$ cat config.mk
export PLATFORM = sky130hd
export DESIGN_NAME = cycle_top
export DESIGN_NICKNAME = d
export VERILOG_FILES = /design/src/rtl/cycle_top.sv
export SDC_FILE = /design/constraint.sdc
export NUM_CORES = 1
export LEC_CHECK = 0
export CAP_MARGIN = 30
export CORE_AREA = 2 2 234 236
export DETAILED_ROUTE_END_ITERATION = 7
export DIE_AREA = 0 0 236 238
export PLACE_DENSITY_LB_ADDON = 0.12
export SKIP_LAST_GASP = 1
export SLEW_MARGIN = 0
export SYNTH_ARGS = -nofsm -noshare
export SYNTH_HDL_FRONTEND = slang
export SYNTH_SLANG_ARGS = --single-unit
$ cat constraint.sdc
create_clock -name clk -period 13.2 [get_ports clk]
set_clock_uncertainty 0.15 [all_clocks]
set_input_delay 1.32 -clock clk [delete_from_list [all_inputs] [get_ports clk]]
set_output_delay 1.32 -clock clk [all_outputs]
set_load 0.1 [all_outputs]
$ cat src/rtl/cycle_top.sv
// ---------------------------------------------------------------------------
// cycle_top
//   Registered multi-function datapath. Four 64-bit operands and a 5-bit
//   control field are unpacked from in_flat. Stateless results (sum, xor,
//   rotate, popcount, equality) and stateful results (accumulator, running
//   max, sticky overflow) are registered once and packed onto out_flat.
//   Latency is exactly one clock; every cycle is a transaction.
//
// Ports
//   clk       in   1    clock, all state on rising edge
//   rst_n     in   1    synchronous reset, ACTIVE HIGH (the name is historical)
//   in_flat   in   261  A=[63:0] B=[127:64] C=[191:128] D=[255:192] OP=[260:256]
//   out_flat  out  330  SUM=[64:0] XOR=[128:65] ACC=[192:129] MAX=[256:193]
//                       ROT=[320:257] PCNT=[327:321] OVF=[328] EQ=[329]
//
// OP decode (fields overlap on purpose):
//   OP[0]   accumulate D into ACC
//   OP[1]   clear ACC and OVF (wins over OP[0])
//   OP[2]   reload MAX from C
//   OP[4:0] rotate-left amount for ROT
// ---------------------------------------------------------------------------
module cycle_top (
    input  logic         clk,
    input  logic         rst_n,
    input  logic [260:0] in_flat,
    output logic [329:0] out_flat
);

    // Operand unpacking
    logic [63:0]  w_a, w_b, w_c, w_d;
    logic [4:0]   w_op;

    assign w_a  = in_flat[63:0];
    assign w_b  = in_flat[127:64];
    assign w_c  = in_flat[191:128];
    assign w_d  = in_flat[255:192];
    assign w_op = in_flat[260:256];

    // Result registers
    logic [64:0]  r_sum;
    logic [63:0]  r_xor;
    logic [63:0]  r_acc;
    logic [63:0]  r_max;
    logic [63:0]  r_rot;
    logic [6:0]   r_pcnt;
    logic         r_ovf;
    logic         r_eq;

    // Combinational next values
    logic [64:0]  w_sum;
    logic [64:0]  w_acc_add;
    logic [127:0] w_rot_dbl;
    logic [63:0]  w_rot;
    logic [6:0]   w_pcnt;

    assign w_sum     = {1'b0, w_a} + {1'b0, w_b};
    assign w_acc_add = {1'b0, r_acc} + {1'b0, w_d};

    // Rotate by shifting a doubled copy; the upper half holds the wrapped
    // bits, so an amount of 0 falls out naturally as B unchanged.
    assign w_rot_dbl = {w_b, w_b} << w_op;
    assign w_rot     = w_rot_dbl[127:64];

    always_comb begin
        w_pcnt = 7'd0;
        for (int i = 0; i < 64; i++) begin
            w_pcnt = w_pcnt + {6'd0, w_d[i]};
        end
    end

    always_ff @(posedge clk) begin
        if (rst_n) begin
            r_sum  <= '0;
            r_xor  <= '0;
            r_acc  <= '0;
            r_max  <= '0;
            r_rot  <= '0;
            r_pcnt <= '0;
            r_ovf  <= 1'b0;
            r_eq   <= 1'b0;
        end else begin
            r_sum  <= w_sum;
            r_xor  <= w_a ^ w_c;
            r_rot  <= w_rot;
            r_pcnt <= w_pcnt;
            r_eq   <= (w_a == w_c);

            // Clear beats accumulate, and also beats an overflow raised by
            // an add in the same cycle.
            if (w_op[1]) begin
                r_acc <= '0;
                r_ovf <= 1'b0;
            end else if (w_op[0]) begin
                r_acc <= w_acc_add[63:0];
                if (w_acc_add[64]) r_ovf <= 1'b1;
            end

            // Running max compares against its own register, unsigned.
            if (w_op[2]) begin
                r_max <= w_c;
            end else if (w_c > r_max) begin
                r_max <= w_c;
            end
        end
    end

    assign out_flat = {r_eq, r_ovf, r_pcnt, r_rot, r_max, r_acc, r_xor, r_sum};

endmodule

==> out/qor.csv <==
metric;value;unit
syn_nets;3391;
initial_utilization;45.6;%
worstMarginPinSlew;1.05;ns
p_sw_share;45.8;%
syn_area;0.0244;sq mm
clk_pin_slew_worst_paths;0.06;ns
finalPower;5.42;mW
ys_seq_area_share;27.1;%
synthCells;2865;
synthFlopType;dfxtp_1;
vdd_ir_drop_max;434;uV
grt_overflow;0;
cp.arrival;7.54;ns
grt_pass1_wl;149000;um
maxCapViolCount;0;
setup_tns;0;ns
final_cell_mix;clkdlybuf4s50_1, nor2_1, dfxtp_1, nand2_1, ha_1;
rsz0062_at_grt;no;
p_per_area;162;mW/mm^2
outcome;complete, no violations;
p_clk_share;19.2;%
worstHoldPathType;register to register;
coreArea;0.0535;sq mm
ys_types;77;
die-height;238;um
relSlewSlack;29.8;%
grt_pass1_vias;23200;
final_common_cell;clkdlybuf4s50_1;
crit_fanout;2;
cellLeakagePower;14.3;nW
post_cts_buffers;0;
finalNetCount;3939;
place_ws;5.39;ns
rr_worst_depth;11;
drt-total-wl;102000;um
hold_depth;2;
grt_max_degree;99;
fin_crit_sh;55.1;%
area_delta_synth_final;37.1;%
fillers;4605;
worst_slack;5.93;ns
drive_gt1_share;7.82;%
final_util;62.5;%
avgSynthCellArea;8.51;sq um
ios;593;
route.detailed.drc;0;
synth-edff-count;0;
die_w;236;um
synth_seq_cells;330;
required;13.48;ns
antenna_found_initial;10;
drtIter0Drc;2110;
cts_tree;yes;
layout_min_cycle_time;7.27;ns
finalSetupViolCount;0;
power_frac_seq;21.4;%
worst-setup-path-type;input port to register;
gp_congestion;0.997;
max_freq;138;MHz
drtPass1Iterations;8;
intPower;2.94;mW
cts_made_buffers;40;
cts_buffer_depth;3;
hpwl;83900;um
finalHoldViolCount;0;
viasPerCell;5.83;
post_cts_resized;0;
combPwrFrac;59.3;%
cts_hold_buffers;0;
track_usage;35.2;%
ys.warnings.count;0;
cts_max_level;2;
report.final.slew_viol_count;0;
clk_latency;0.59;ns
clock_sinks;330;
die-area;0.0562;sq mm
cts-root-buf;clkbuf_16;
endpoint_kind;register;
rows;85;
ant_nets;0;
worstSetupStartpointType;input port;
routedWlPerCell;24.6;um
vias;24100;
async_flop_share;0;%
place.port_buffers;592;
switching_power;2.48;mW
-- per-layer routing --
layer / share of wire, % / global-route usage, % / routed length, um
met1: 42 / 46.0 / 43100
met4: 3.7 / 11.7 / 3740
met2: 46 / 57.4 / 46500
met3: 8.2 / 7.99 / 8350
met5: 0.090 / 0 / 92
-- final timing paths --
path                          start                     end  slack (ns)
max reg2reg  r_acc[14]$_SDFFE_PP0P_  r_acc[61]$_SDFFE_PP0P_        9.09
min reg2reg  r_max[50]$_SDFFE_PP0P_  r_max[50]$_SDFFE_PP0P_        0.37
min          r_max[50]$_SDFFE_PP0P_  r_max[50]$_SDFFE_PP0P_        0.37
max                    in_flat[193]    r_pcnt[5]$_SDFF_PP0_        5.93
-- synthesized netlist by cell type (all sizes together), types with 15 or more instances --
master | instances | area share, %
nor4 | 15 | 0.38
inv | 177 | 2.7
nor2 | 427 | 6.6
fa | 56 | 4.6
mux2i | 152 | 6.2
xnor2 | 131 | 4.7
clkbuf | 112 | 1.7
buf | 42 | 0.74
nand4 | 66 | 1.7
nor3 | 31 | 0.64
o21ai | 129 | 2.7
ha | 207 | 11
mux4 | 64 | 5.9
a21oi | 187 | 3.9
dfxtp | 330 | 27
nor2b | 23 | 0.59
a31oi | 52 | 1.4
nand2b | 22 | 0.56
nand3 | 35 | 0.72
o21bai | 23 | 0.71
a211oi | 23 | 0.73
a21o | 104 | 3.2
mux2 | 51 | 2.4
nand2 | 232 | 3.6
xor2 | 45 | 1.6
-- power groups by stage --
stage / Clock [mW] / Sequential, mW / Combinational, mW
2_1_floorplan: 0 / 1.86 / 1.61
3_3_place_gp: 0 / 1.18 / 2.99
3_5_place_dp: 0 / 1.18 / 3.20
4_1_cts: 1.06 / 1.16 / 3.21
5_1_grt: 1.10 / 1.17 / 3.50
6_report: 1.04 / 1.16 / 3.22
-- area by class of cell --
cell class / instances / area, sq um / share of cell area, %
timing repair buffer: 660 / 7560 / 22.6
clock inverter: 17 / 124 / 0.370
antenna: 4 / 10.0 / 0.0299
sequential: 330 / 6610 / 19.8
inverter: 177 / 664 / 1.99
tap: 696 / 871 / 2.60
clock buffer: 50 / 1080 / 3.23
multi-input combinational: 2204 / 16500 / 49.4
-- flip-flops by register name (all words and copies together), names as in the netlist --
| register | flops |
|---|---|
| r_max | 64 |
| r_xor | 64 |
| r_eq | 1 |
| r_rot | 64 |
| r_acc | 64 |
| r_pcnt | 7 |
| r_ovf | 1 |
| r_sum | 65 |
-- cell families (layout without fill, tap and decap cells) --
logic type | after synthesis | after routing | synth area share, %
buf+inv | 331 | 904 | 5.19
mux | 267 | 267 | 14.5
flops | 330 | 330 | 27.1
other cells | 0 | 4 | 0
xor+xnor | 176 | 176 | 6.32
simple gates | 888 | 888 | 15.8
fa+ha+maj | 263 | 263 | 15.2
compound gates | 610 | 610 | 15.9
-- stage by stage --
step	hold slack (ns)	instance area [sq um]	instances
after floorplan	0.381	24400	2865
after global placement	0.354	30700	4010
after detailed placement	0.358	32200	4065
after CTS	0.372	33400	4132
after global routing	0.399	33400	4135
final	0.375	33400	4138
-- critical path, stage by stage --
cell and delay (ns):
clkdlybuf4s50_1 0.49, inv_1 0.09, fa_1 0.52, inv_1 0.08
fa_1 0.42, fa_1 0.55, fa_1 0.55, fa_1 0.54
fa_1 0.52, fa_1 0.55, inv_1 0.05, fa_1 0.52
inv_1 0.07, ha_1 0.29, a21o_1 0.16, a21o_1 0.19
a21o_1 0.18, a21oi_1 0.20, xor2_1 0.19, nor2_1 0.06
Note: power is estimated with default switching activity, not from simulation.
